## config.mk

```make
export PLATFORM = sky130hd
export DESIGN_NAME = prescaled_event_counter
export DESIGN_NICKNAME = d
export VERILOG_FILES = /design/src/rtl/prescaled_event_counter_pkg.sv /design/src/rtl/tick_gen.sv /design/src/rtl/prescaled_event_counter.sv
export SDC_FILE = /design/constraint.sdc
export NUM_CORES = 1
export LEC_CHECK = 0
export CAP_MARGIN = 20
export CORE_AREA = 2 2 130 132
export CTS_BUF_LIST = sky130_fd_sc_hd__clkbuf_2 sky130_fd_sc_hd__clkbuf_4 sky130_fd_sc_hd__clkbuf_8
export CTS_CLUSTER_SIZE = 20
export DETAILED_ROUTE_END_ITERATION = 8
export DIE_AREA = 0 0 132 134
export PLACE_DENSITY = 0.7
export SLEW_MARGIN = 20
export SYNTH_ARGS = -nofsm -noshare
export SYNTH_HDL_FRONTEND = slang
export SYNTH_SLANG_ARGS = --single-unit
```

## constraint.sdc

```tcl
create_clock -name clk -period 6.75 [get_ports clk]
set_input_delay 1.35 -clock clk [delete_from_list [all_inputs] [get_ports clk]]
set_output_delay 1.35 -clock clk [all_outputs]
set_load 0.01 [all_outputs]
```

## src/rtl/prescaled_event_counter_pkg.sv

```systemverilog
// Shared constants and helpers for the prescaled event counter.
// Direction and mode encodings match the up_dn and sat input levels.
package prescaled_event_counter_pkg;

  localparam logic DIR_UP    = 1'b1;
  localparam logic DIR_DOWN  = 1'b0;
  localparam logic MODE_WRAP = 1'b0;
  localparam logic MODE_SAT  = 1'b1;

  // Bits needed to hold the values 0..value-1
  function automatic int unsigned clog2(input int unsigned value);
    int unsigned res;
    int unsigned top;
    res = 0;
    top = value - 1;
    for (int unsigned i = 0; i < 32; i++) begin
      if ((top >> i) != 0) res = i + 1;
    end
    return res;
  endfunction

endpackage

```

## src/rtl/tick_gen.sv

```systemverilog
// Prescaler: counts 0..DIV-1 while enabled and flags the last count as a
// one-cycle clock-enable tick.
module tick_gen
  import prescaled_event_counter_pkg::*;
#(
  parameter int unsigned DIV = 50000,
  parameter int unsigned PW  = clog2(DIV)
) (
  input  logic clk,
  input  logic reset,
  input  logic en,
  input  logic clr,
  output logic tick_o
);

  localparam logic [PW-1:0] LastVal = PW'(DIV - 1);

  logic [PW-1:0] presc_q, presc_d;
  logic          at_last;

  assign at_last = (presc_q == LastVal);

  always_comb begin
    presc_d = presc_q;
    if (clr) begin
      presc_d = '0;
    end else if (en) begin
      presc_d = at_last ? '0 : presc_q + PW'(1);
    end
  end

  always_ff @(posedge clk) begin
    if (reset) begin
      presc_q <= '0;
    end else begin
      presc_q <= presc_d;
    end
  end

  assign tick_o = en & at_last;

endmodule

```

## src/rtl/prescaled_event_counter.sv

```systemverilog
// Up/down event counter advanced by an internal prescaler tick, with modulus,
// wrap/saturate, load, clear, terminal-count pulse, sticky overflow and display snapshot.
module prescaled_event_counter
  import prescaled_event_counter_pkg::*;
#(
  parameter int unsigned W   = 32,
  parameter int unsigned DIV = 50000
) (
  input  logic         clk,
  input  logic         reset,
  input  logic         en,
  input  logic         up_dn,
  input  logic         sat,
  input  logic         clr,
  input  logic         load,
  input  logic [W-1:0] load_val,
  input  logic [W-1:0] modulus,
  input  logic         hold,
  input  logic         ovf_clr,
  output logic         tick_o,
  output logic [W-1:0] count,
  output logic [W-1:0] count_disp,
  output logic         tc,
  output logic         ovf_sticky
);

  localparam int unsigned PW = clog2(DIV);

  logic [W-1:0] count_q, count_d;
  logic [W-1:0] disp_q, disp_d;
  logic         tc_q, tc_d;
  logic         ovf_q, ovf_d;
  logic         boundary;
  logic         tick;

  tick_gen #(
    .DIV (DIV),
    .PW  (PW)
  ) u_tick_gen (
    .clk    (clk),
    .reset  (reset),
    .en     (en),
    .clr    (clr),
    .tick_o (tick)
  );

  // Priority: clr > load > tick step > hold value
  always_comb begin
    count_d  = count_q;
    boundary = 1'b0;
    if (clr) begin
      count_d = '0;
    end else if (load) begin
      count_d = (load_val > modulus) ? modulus : load_val;
    end else if (tick) begin
      if (up_dn == DIR_UP) begin
        if (count_q >= modulus) begin
          boundary = 1'b1;
          count_d  = (sat == MODE_SAT) ? modulus : '0;
        end else begin
          count_d = count_q + W'(1);
        end
      end else begin
        // Above a lowered modulus a down step only clamps; not a boundary
        if (count_q > modulus) begin
          count_d = modulus;
        end else if (count_q == '0) begin
          boundary = 1'b1;
          count_d  = (sat == MODE_SAT) ? '0 : modulus;
        end else begin
          count_d = count_q - W'(1);
        end
      end
    end
  end

  always_comb begin
    tc_d   = boundary;
    ovf_d  = boundary | (ovf_q & ~ovf_clr);
    disp_d = hold ? disp_q : count_q;
  end

  always_ff @(posedge clk) begin
    if (reset) begin
      count_q <= '0;
      disp_q  <= '0;
      tc_q    <= 1'b0;
      ovf_q   <= 1'b0;
    end else begin
      count_q <= count_d;
      disp_q  <= disp_d;
      tc_q    <= tc_d;
      ovf_q   <= ovf_d;
    end
  end

  assign tick_o     = tick;
  assign count      = count_q;
  assign count_disp = disp_q;
  assign tc         = tc_q;
  assign ovf_sticky = ovf_q;

endmodule

```

Word-level counts from Yosys, hierarchy flattened

Cells that the tools add are included.

Register bits: 82
Bits in latches: 0
Memory bits (writable): 0
Bits in read-only memories: 0
Output and inout port bits: 67
Word-level logic and storage cells: 36
Memories: 0

$add $sub $neg: 3
Multipliers: 0
Div/mod/pow operators: 0
Order comparisons: 3
Eq/ne operators: 1
Shifts and indexed selects: 0
Mux-type cells: 17
Bitwise operators: 4
Reductions and logical operators: 3

Operator list:

| cell                                                                  | count |
|---|---|
| 32-bit 2-to-1 mux                                                     | 9 |
| 32-bit > comparator                                                   | 2 |
| 32-bit by 1-bit adder with 32-bit output (second input constant)      | 1 |
| 32-bit greater-or-equal comparator                                    | 1 |
| 32-bit zero test                                                      | 1 |
| 32-bit by 1-bit subtractor with 32-bit output (second input constant) | 1 |
| 16-bit by 1-bit adder with 16-bit output (second input constant)      | 1 |
| 16-bit equality test (second input constant)                          | 1 |
| 16-bit 2-to-1 mux                                                     | 1 |
| 1-bit 2-to-1 mux                                                      | 7 |
| 1-bit AND                                                             | 2 |
| 2-bit nonzero test                                                    | 1 |
| 2-bit OR reduction                                                    | 1 |
| 1-bit inverter                                                        | 1 |
| 1-bit OR                                                              | 1 |

Longest topological paths before layout

Gate-level depths: netlist of run 1.

Word-level depth: 8
Mapped depth: 13
Depth with buffers taken out: 10

Hierarchy

From an unflattened synthesis of run 1, not the netlist that was laid out.

Cells, all modules: 972
Area total of the unflattened synthesis: 7,683.6 µm²

Modules (own cells, without submodules):

| module                  | times used | cells each | area an instance (µm²) | seq. area each (µm²) |
|---|---|---|---|---|
| prescaled_event_counter | 1          | 888        | 6,942.9                | 1,321.3 |
| tick_gen                | 1          | 84         | 740.7                  | 320.3 |

Least setup slack after synthesis of run 1

OpenSTA, ideal clock, no wires.

Path type: in2reg
From: input port modulus[30]
To: register count_q[9] (netlist: count[9])
Library setup time: 117 ps
Arrival: 3,533 ps
Required time: 6,633 ps
Slack: 3,100 ps
Cell stages on the path: 10
Buffers on the path: 1
Cells stage by stage: inv_1 > ha_1 > nand4_1 > nor4_1 > or2b_1 > a31o_2 > o211a_2 > buf_2 > a221o_1 > a32o_1

Word-level cells in the longest chain between the ends: 5
Elaborated cells between the ends (all ways): 9

RTL lines:

| what                                                                      | RTL line                                                     | source |
|---|---|---|
| start, declared                                                           | prescaled_event_counter.sv:17                                | `input logic [W-1:0] modulus,` |
| 32-bit > comparator or 32-bit greater-or-equal comparator (tied branches) | prescaled_event_counter.sv:65, prescaled_event_counter.sv:57 |  |
| 32-bit 2-to-1 mux (on tied branches)                                      | prescaled_event_counter.sv:65, prescaled_event_counter.sv:57 |  |
| 32-bit 2-to-1 mux                                                         | prescaled_event_counter.sv:56                                | `if (up_dn == DIR_UP) begin` |
| 32-bit 2-to-1 mux                                                         | prescaled_event_counter.sv:55                                | `end else if (tick) begin` |
| 32-bit 2-to-1 mux *                                                       | prescaled_event_counter.sv:53                                | `end else if (load) begin` |
| end signal, assigned                                                      | prescaled_event_counter.sv:90                                | `count_q <= count_d;` |
| end, declared                                                             | prescaled_event_counter.sv:29                                | `logic [W-1:0] count_q, count_d;` |

Every way passes the cells marked *; elsewhere a longest branch is shown, timed or not. The select of a mux whose other input is x is not followed.
A chain may end at the register's enable or synchronous reset.

Final worst setup path of run 1

From: input port modulus[30]
To: register count_q[21] (netlist: count[21])

The elaborated chain is that of the path after synthesis.

==> results.md, run 1 <==
- Fin. max-slew vios: 0
- Initial antenna violation count: 0
- Leading area contributor after synthesis: dfxtp_1
- Routed WL: 24950 µm
- Crit start category: primary input
- Drc violations: 0
- Global-route wire length before repair: 39200 µm
- Mean Syn Cell Area: 7.864 µm²
- Most frequent cell after synthesis: nor2_1
- Overflow left after global routing: 0
- Period utilization: 68.64%
- Synthesized area: 7203 µm²
- Initial Util: 44.22%
- Clk sinks: 82
- Vias per cell: 6.064
- 1st-pass router iterations: 6
- Final setup skew: 18.37 ps
- Setup_tns: 0 ps
- Routability cong.: 0.9600
- Slowest stage delay, CP: 730 ps
- Tmin final: 4633 ps
- Buf/Inv on CP: 3
- Hold Crit Class: reg -> reg
- Clock Tree Buf Depth: 2
- VDD IR-drop max: 0.09085 mV
- PortBufs: 139
- Power Density: 154.7 nW/µm²
- Main synth FF type: dfxtp_1
- Actual slew at the worst max-slew pin: 1062 ps
- CTS Buf Count: 9
- Synth Register Bits: 82
- Critical path class: in -> reg
- Asr flop ratio synth: 0%
- Post-Layout Cell Count: 1223
- N_diodes: 0
- Highest Clock Rate: 215.8 MHz
- Synthesis-to-finish area growth: 22.88%
- Clock latency at the later pin of the worst-skew pair: 380 ps
- Total of warnings raised by yosys: 0
- Vias in the first global route: 6851
- Max cap viols: 0
- Synth cell types: 76
- Syn Nets: 1057
- WP data required: 7030 ps
- Vias: 7416
- Design area: 8851 µm²
- Total GRT Usage: 27.88%
- CTS tree: yes
- Clk root buf: clkbuf_8
- Sequential-to-total area share from yosys stat: 22.79%
- Routed WL per cell: 20.40 µm
- Crit. End Element: flip-flop
- Leak: 3.527 nW
- Final Worst Setup Slack: 2117 ps
- Share of the synthesized area in the top cell type: 22.79%
- Io pins: 140
- Antenna Violating Nets Remaining: 0
- Top post-synthesis cells by area: dfxtp_1 23%, ha_1 12%, mux2i_1 7.2%, nor2_1 5.6%, xor2_1 5.2%
- Setup repair after global routing missed its margin: false
- Die area: 17690 µm²
- Crit-path slowest cell: nor2_4
- Area post-placement: 8630 µm²
- Cells after Synth: 916
- Layout cell share with drive strength beyond 1: 4.686%
- DP HPWL: 18240 µm
- Die height: 134 µm
- Slew HR: 28.83%
- Number of gates resized after CTS: 0
- Largest delay contributor family on the critical path: simple AND/OR/NAND/NOR gates
- Setup Fix Bufs, Post-CTS: 0
- Die W: 132 µm
- CTS clk-pin slew, worst paths: 100 ps
- Critical path arrival: 4920 ps
- Largest net degree at the start of global routing: 36
- Dpl ws: 1780 ps
- H-tree levels: 3
- Core Area: 16290 µm²
- Drt first-iter violations: 849
- Status: complete, no violations
- Chain of cells forming the critical path: clkdlybuf4s50_1, inv_1, ha_1, nand4_1, nor4_1, nand2_1, a21boi_0, nor2_4, buf_4, mux2i_1, a211oi_1, a31o_1
- Post-synth top cells: 107 x nor2_1, 82 x dfxtp_1, 68 x ha_1, 67 x nand2_1, 52 x mux2i_1
- Filler cells: 1586
- CTS Hold Bufs: 0
- Finish-stage setup viols: 0
- Final Hold Viols: 0
- Placed instance count: 1208
- Final nets: 1140
- Row count: 47
- Critical path peak fanout: 34
- Post-synth EDFFs: 0
[metal layers]
layer | share of wire, % | vias up | GRT usage (%)
met4 | 2.3 | 0 | 7.367
met5 | 0 | - | 0
met2 | 42 | 415 | 41.06
met3 | 11 | 52 | 6.500
li1 | - | 3520 | -
met1 | 45 | 3429 | 40.66
[logic make-up after synthesis]
kind of cell	after synthesis	share of synthesized area, %
xor+xnor	72	8.859
buf+inv	119	6.740
flops	82	22.79
fa+ha+maj	68	11.81
simple gates	322	22.15
mux	54	7.539
compound gates	199	20.11
[power by group]
part	switching, mW	leakage [nW]	total (mW)	internal, mW
Sequential	0.0372	0.666	0.535	0.497
Clock	0.201	0.112	0.417	0.216
Combinational	0.231	2.75	0.417	0.186
Total	0.469	3.53	1.37	0.900
[metrics by stage]
step	hold slack, ps	total power, mW	util [%]
3_5_place_dp	445.5	0.9510	52.98
3_3_place_gp	435.6	0.9496	52.98
4_1_cts	462.6	1.362	54.31
2_1_floorplan	472.1	0.7956	-
5_1_grt	498.6	1.426	54.34
6_report	459.2	1.369	54.34
[worst paths after layout]
kind                     startpoint                endpoint  slack [ps]  depth (start not counted)
max                     modulus[30]  count[21]$_SDFFE_PP0P_        2120                         12
min           ovf_sticky$_SDFF_PP0_   ovf_sticky$_SDFF_PP0_         460                          1
max reg2reg  count[17]$_SDFFE_PP0P_  count[30]$_SDFFE_PP0P_        3120                          9
min reg2reg   ovf_sticky$_SDFF_PP0_   ovf_sticky$_SDFF_PP0_         460                          1
[layout make-up]
cell class,instances,area [µm²],area share (%)
multi-input combinational,715,5102,57.65
sequential,82,1642,18.55
timing repair buffer,148,1454,16.43
tap,220,275.3,3.110
inverter,43,161.4,1.824
clock buffer,10,137.6,1.555
clock inverter,5,78.83,0.8906
[flip-flops by register name, summed over array words and instances, names as in the netlist]
name	count
count	32
count_disp	32
u_tick_gen.presc_q	16
ovf_sticky	1
tc	1
[cells in the final DEF, fill, tap and decap left out, types with 3 or more instances in the layout]
| master | synthesis | final |
|---|---|---|
| clkdlybuf4s50_1 | 0 | 138 |
| nor2_1 | 107 | 106 |
| dfxtp_1 | 82 | 82 |
| ha_1 | 68 | 68 |
| nand2_1 | 67 | 67 |
| mux2i_1 | 52 | 52 |
| a21oi_1 | 51 | 51 |
| inv_1 | 43 | 43 |
| xor2_1 | 43 | 43 |
| nand3_1 | 41 | 41 |
| xnor2_1 | 28 | 28 |
| nand4_1 | 27 | 27 |
| a221oi_1 | 23 | 23 |
| o21ai_0 | 22 | 22 |
| nor4_1 | 19 | 19 |
| a211oi_1 | 19 | 19 |
| nor3_1 | 15 | 14 |
| a221o_1 | 14 | 14 |
| o211ai_1 | 11 | 11 |
| clkbuf_8 | 0 | 10 |
| and3_1 | 9 | 9 |
| buf_4 | 3 | 9 |
| a311oi_1 | 8 | 8 |
| o221ai_1 | 8 | 8 |
| a31o_1 | 8 | 8 |
| and2_1 | 4 | 4 |
| nor2b_1 | 4 | 4 |
| and4_1 | 4 | 4 |
| nor4b_1 | 3 | 3 |
| a21o_1 | 3 | 3 |
| o31ai_1 | 3 | 3 |
| nand3b_1 | 3 | 3 |
[worst register-to-register path, stage by stage (launching register included)]
cell and delay, ps:
dfxtp_1 650, ha_1 340, a21oi_1 130, o21ai_0 170, a221o_1 370, a211oi_2 340, o211a_2 770, a221oi_1 220
a311o_1 340, a221oi_2 220
(Power assumes the default switching activity.)
==> inputs of run 2 (changes only) <==
==> constraint.sdc (replaced) <==
create_clock -name clk -period 4.78 [get_ports clk]
set_input_delay 0.956 -clock clk [delete_from_list [all_inputs] [get_ports clk]]
set_output_delay 0.956 -clock clk [all_outputs]
set_load 0.01 [all_outputs]
==> run 2 against run 1 <==
Effect of this change: worst setup slack got worse by 1500 ps; clock power grew 36%; non-clock buffer count grew 16; clock skew down 0.85 ps; die area unchanged; design area up 1.2%; sequential power increased by 40%; sequential share of layout area fell by 0.23 points; via count shrank 0.67%; critical endpoint is now count[9]$_SDFFE_PP0P_; largest cell class unchanged; largest power group unchanged.
==> results.md, run 2 (synthesis gave the netlist of run 1 again) <==
- Slew HR: 35.30% (+6.5 points)
- Routed WL: 25180 µm (+0.93%)
- Power Density: 215.1 nW/µm² (+39%)
- Initial Util: 44.22% (unchanged)
- Vias in the first global route: 6845 (-0.088%)
- Reg-to-reg slack, setup: 1280 ps (-1840 ps)
- Crit. End Element: flip-flop
- Clock group share of total power: 29.4% (-1.1 points)
- Final nets: 1156 (+1.4%)
- Die area: 17690 µm² (unchanged)
- Slowest stage delay, CP: 590 ps (-140 ps)
- Min-Delay Path Depth: 1 (unchanged)
- Core Area: 16290 µm² (unchanged)
- Die W: 132 µm (unchanged)
- End point of the worst hold path: ovf_sticky$_SDFF_PP0_
- Antenna Violating Nets Remaining: 0 (unchanged)
- Critical path peak fanout: 18 (-47%)
- PortBufs: 139 (unchanged)
- Tmin final: 4161 ps
- Switch Pwr: 0.6621 mW (+41%)
- DP HPWL: 18850 µm (+3.4%)
- Chain of cells forming the critical path: clkdlybuf4s50_1, inv_1, ha_1, nand4_1, nor4_1, or2b_1, a31o_2, o211ai_2, buf_4, a221o_1, a32o_1
- Die height: 134 µm (unchanged)
- Setup_tns: 0 ps (unchanged)
- Sw Ratio: 34.35% (+0.074 points)
- Io pins: 140 (unchanged)
- Setup repair after global routing missed its margin: false
- Clock Tree Buf Depth: 2 (unchanged)
- VDD IR-drop max: 0.2040 mV (+120%)
- Final Hold Viols: 0 (unchanged)
- 1st-pass router iterations: 5 (-1)
- Clk sinks: 82 (unchanged)
- Crit-path slowest cell: clkdlybuf4s50_1
- Number of gates resized after CTS: 0 (unchanged)
- Synthesis-to-finish area growth: 24.41%
- Setup Fix Bufs, Post-CTS: 0 (unchanged)
- Period utilization: 87.06%
- Clock latency at the later pin of the worst-skew pair: 390 ps (about the same)
- Cell internal pwr: 1.265 mW (+41%)
- Fin. max-slew vios: 0 (unchanged)
- H-tree levels: 3 (unchanged)
- Global-route wire length before repair: 38990 µm (-0.53%)
- Row count: 47 (unchanged)
- Buf/Inv on CP: 3 (unchanged)
- Leak: 3.610 nW (+2.4%)
- Register-to-Register Path Depth: 10 (+1)
- Crit start category: primary input
- N_diodes: 0 (unchanged)
- Hold_sp: ovf_sticky$_SDFF_PP0_
- Design area: 8961 µm² (+1.2%)
- Drc violations: 0 (unchanged)
- CTS tree: yes
- Largest net degree at the start of global routing: 36 (unchanged)
- Critical path class: in -> reg
- CTS clk-pin slew, worst paths: 90 ps (about the same)
- Initial antenna violation count: 0 (unchanged)
- WP data required: 5060 ps (-1970 ps)
- Final setup skew: 17.52 ps (-0.8503 ps)
- Overflow left after global routing: 0 (unchanged)
- FF-to-FF End: count[9]$_SDFFE_PP0P_
- Flop pwr share: 38.8% (-0.3 points)
- Area post-placement: 8758 µm² (+1.5%)
- Routed WL per cell: 20.34 µm (-0.29%)
- Clk root buf: clkbuf_8
- Critical path arrival: 4440 ps (-480 ps)
- Filler cells: 1549 (-2.3%)
- Layout cell share with drive strength beyond 1: 5.894% (+1.2 points)
- Finish-stage setup viols: 0 (unchanged)
- Actual slew at the worst max-slew pin: 970.5 ps (-91.99 ps)
- Comb pwr share: 31.7% (+1.2 points)
- Commonest non-fill, non-tap cell in the layout: clkdlybuf4s50_1
- Drt first-iter violations: 869 (+2.4%)
- Vias per cell: 5.950 (-1.9%)
- Total GRT Usage: 27.86% (about the same)
- Routability cong.: 0.9782 (+1.9%)
- Largest delay contributor family on the critical path: compound AO/OA/AOI/OAI gates
- Commonest cells after routing, fill and taps aside: 138 x clkdlybuf4s50_1, 107 x nor2_1, 82 x dfxtp_1
- Worst R2R Start: count[0]$_SDFFE_PP0P_
- Highest Clock Rate: 240.3 MHz
- Register area: 1642 µm² (unchanged)
- Hold Crit Class: reg -> reg
- Vias: 7366 (-0.67%)
- CTS Buf Count: 9 (unchanged)
- CTS Hold Bufs: 0 (unchanged)
- Max cap viols: 0 (unchanged)
- Area of the multi-input gates: 5081 µm² (-0.42%)
- Status: complete, no violations
[run 2: cell count changes in the layout (fill, tap and decap cells not counted)]
cell,previous run,this run
buf_4,9,23
buf_12,0,2
clkbuf_8,10,9
clkinv_4,1,0
inv_6,0,1
nor2_1,106,107
nor2_4,2,1
nor3_1,14,15
nor3_2,2,1
o211ai_2,0,1
o211ai_4,1,0
[run 2: routing by layer]
layer  track usage, %  part of all wire [%]  vias to the layer above
met4            10.39                   2.6                        0
met5                0                     0                        -
met2            40.02                    41                      390
met3            6.236                    10                       53
li1                 -                     -                     3549
met1            40.43                    46                     3374
[run 2: worst max path at each step]
stage                 from  slack (ps)  cells past startpoint               endpoint
2_1_floorplan  modulus[30]        1520                     10  count[9]$_SDFFE_PP0P_
3_3_place_gp   modulus[15]         420                     11  count[9]$_SDFFE_PP0P_
3_5_place_dp   modulus[15]         310                     11  count[9]$_SDFFE_PP0P_
4_1_cts        modulus[15]         720                     11  count[9]$_SDFFE_PP0P_
5_1_grt        modulus[15]         480                     11  count[9]$_SDFFE_PP0P_
6_report       modulus[15]         620                     11  count[9]$_SDFFE_PP0P_
[run 2: final cells by class]
type	instances	area share, %
Tap cell	220	3.072
Clock buffer	9	1.382
Clock inverter	5	0.8796
Timing Repair Buffer	164	17.84
Multi-Input combinational cell	715	56.70
Sequential cell	82	18.32
Inverter	43	1.801
[run 2: power groups by stage]
| stage | registers, mW | clock network, mW | logic (mW) |
|---|---|---|---|
| floorplan | 0.742 | 0 | 0.382 |
| global placement | 0.762 | 0 | 0.593 |
| detailed placement | 0.762 | 0 | 0.596 |
| CTS | 0.746 | 0.572 | 0.599 |
| global route | 0.752 | 0.597 | 0.660 |
| finish | 0.748 | 0.567 | 0.612 |
[run 2: per-stage QoR]
stage,hold WS [ps],power [mW],std cells,setup WS [ps],util [%]
detailed placement,443.2,1.358,1224,311.3,53.77
floorplan,472.1,1.123,916,1524,-
global route,503.9,2.009,1238,478.3,55.01
finish,474.4,1.927,1238,618.6,55.01
CTS,473.7,1.917,1238,718.2,55.01
global placement,435.7,1.355,1224,421.0,53.77
[run 2: worst reg2reg max path: cells and delay by family (launching register included)]
kind | cells | cell delay, ps
AO/OA/AOI/OAI | 4 | 1130
adder cells (fa/ha/maj) | 1 | 330
buffers and inverters | 2 | 590
flip-flops | 1 | 660
AND/OR/NAND/NOR | 3 | 690
==> inputs of run 3 (changes only) <==
--- a/config.mk
+++ b/config.mk
@@ -11,6 +11,7 @@
 export CTS_CLUSTER_SIZE = 20
 export DETAILED_ROUTE_END_ITERATION = 8
 export DIE_AREA = 0 0 132 134
+export MAX_ROUTING_LAYER = met4
 export PLACE_DENSITY = 0.7
 export SLEW_MARGIN = 20
 export SYNTH_ARGS = -nofsm -noshare
==> run 3 against run 2 <==
Effect of this change: clock power shrank 11%; first-iteration DRC count is 3.2% lower; hold slack lost 11 ps.
==> results.md, run 3 (synthesis gave the netlist of run 1 again) <==
- Synthesis-to-finish area growth: 24.46% (about the same)
- Row count: 47 (unchanged)
- Routed WL: 24900 µm (-1.1%)
- Initial Util: 44.22% (unchanged)
- Routability cong.: 1.007 (+2.9%)
- Slew HR: 35.83% (+0.53 points)
- Period utilization: 83.20% (-3.9 points)
- Clock Tree Buf Depth: 2 (unchanged)
- Number of gates resized after CTS: 0 (unchanged)
- Global-route wire length before repair: 38700 µm (-0.74%)
- Final Hold Viols: 0 (unchanged)
- Clk sinks: 82 (unchanged)
- Crit-path slowest cell: o211a_2
- Final nets: 1159 (+0.26%)
- Die W: 132 µm (unchanged)
- Vias in the first global route: 6904 (+0.86%)
- Placed instance count: 1227 (+0.25%)
- Routed WL per cell: 20.03 µm (-1.5%)
- Vias per cell: 6.000 (+0.84%)
- Layout cell share with drive strength beyond 1: 6.354% (+0.46 points)
- Antenna Violating Nets Remaining: 0 (unchanged)
- Leak: 3.613 nW (about the same)
- Buf/Inv on CP: 2 (-1)
- Actual slew at the worst max-slew pin: 962.5 ps (-7.982 ps)
- Clock latency at the later pin of the worst-skew pair: 380 ps (about the same)
- Setup repair after global routing missed its margin: false
- Crit start category: primary input
- Highest Clock Rate: 251.4 MHz (+4.6%)
- Setup_tns: 0 ps (unchanged)
- N_diodes: 0 (unchanged)
- Slowest stage delay, CP: 590 ps (about the same)
- CTS Hold Bufs: 0 (unchanged)
- Commonest cells after routing, fill and taps aside: 138 x clkdlybuf4s50_1, 107 x nor2_1, 82 x dfxtp_1
- Clk root buf: clkbuf_8
- H-tree levels: 3 (unchanged)
- Setup Fix Bufs, Post-CTS: 0 (unchanged)
- Initial antenna violation count: 0 (unchanged)
- CTS clk-pin slew, worst paths: 100 ps (about the same)
- Hold Crit Class: reg -> reg
- Critical path arrival: 4290 ps (-150 ps)
- Crit. End Element: flip-flop
- Tmin final: 3977 ps (-184.4 ps)
- VDD IR-drop max: 0.1569 mV (-23%)
- Status: complete, no violations
- CTS Buf Count: 9 (unchanged)
- Largest delay contributor family on the critical path: compound AO/OA/AOI/OAI gates
- WP data required: 5090 ps (+30 ps)
- Overflow left after global routing: 0 (unchanged)
- Drt first-iter violations: 841 (-3.2%)
- Commonest non-fill, non-tap cell in the layout: clkdlybuf4s50_1
- Fin. max-slew vios: 0 (unchanged)
- Core Area: 16290 µm² (unchanged)
- PortBufs: 139 (unchanged)
- Drc violations: 0 (unchanged)
- Critical path class: in -> reg
- DP HPWL: 18840 µm (about the same)
- Vias: 7458 (+1.2%)
- Final setup skew: 17.37 ps (-0.1475 ps)
- CTS tree: yes
- Die height: 134 µm (unchanged)
- Finish-stage setup viols: 0 (unchanged)
- Post-Layout Cell Count: 1243 (+0.40%)
- Largest net degree at the start of global routing: 36 (unchanged)
- Max cap viols: 0 (unchanged)
- 1st-pass router iterations: 6 (+1)
- Die area: 17690 µm² (unchanged)
- Critical path peak fanout: 23 (+5)
- Io pins: 140 (unchanged)
- Power Density: 208.2 nW/µm² (-3.2%)
- Total GRT Usage: 28.54% (+0.68 points)
- Chain of cells forming the critical path: clkdlybuf4s50_1, inv_1, ha_1, nand4_1, nor4_1, or2b_1, a31o_2, o211a_2, a221oi_1, a311o_1, a221oi_2
run 3: final timing paths:
check                                            start                endpoint  slack, ps  cells past startpoint
worst max-delay path                       modulus[14]  count[30]$_SDFFE_PP0P_        800                     11
worst max register to register  count[27]$_SDFFE_PP0P_  count[30]$_SDFFE_PP0P_       1430                      9
worst min register to register   ovf_sticky$_SDFF_PP0_   ovf_sticky$_SDFF_PP0_        460                      1
worst min-delay path             ovf_sticky$_SDFF_PP0_   ovf_sticky$_SDFF_PP0_        460                      1
run 3: where the power goes:
part | internal (mW) | switching (mW)
Clock | 0.212 | 0.293
Sequential | 0.702 | 0.0439
Combinational | 0.277 | 0.338
run 3: layout make-up:
type                            count  area, µm²
Clock buffer                       11      145.1
Inverter                           43      161.4
Multi-Input combinational cell    715       5081
Tap cell                          220      275.3
Sequential cell                    82       1642
Timing Repair Buffer              167       1622
Fill cell                        1581       7325
Clock inverter                      5      38.79
run 3: routing by layer:
layer	part of all wire [%]	GRT usage (%)	vias to the layer above
met2	42	40.02	389
met1	46	40.74	3471
met3	10	6.954	38
li1	-	-	3560
met4	1.6	7.367	0
met5	0	-	-
run 3: per-stage QoR:
step | worst slack, ps | util, % | hold slack, ps | instance area, µm² | total power [mW]
6_report | 803.0 | 55.03 | 463.4 | 8965 | 1.866
3_5_place_dp | 458.7 | 53.91 | 447.3 | 8781 | 1.362
4_1_cts | 866.1 | 55.03 | 465.1 | 8965 | 1.859
3_3_place_gp | 471.9 | 53.91 | 435.9 | 8781 | 1.360
5_1_grt | 651.7 | 55.03 | 486.3 | 8965 | 1.956
2_1_floorplan | 1524 | - | 472.1 | 7203 | 1.123
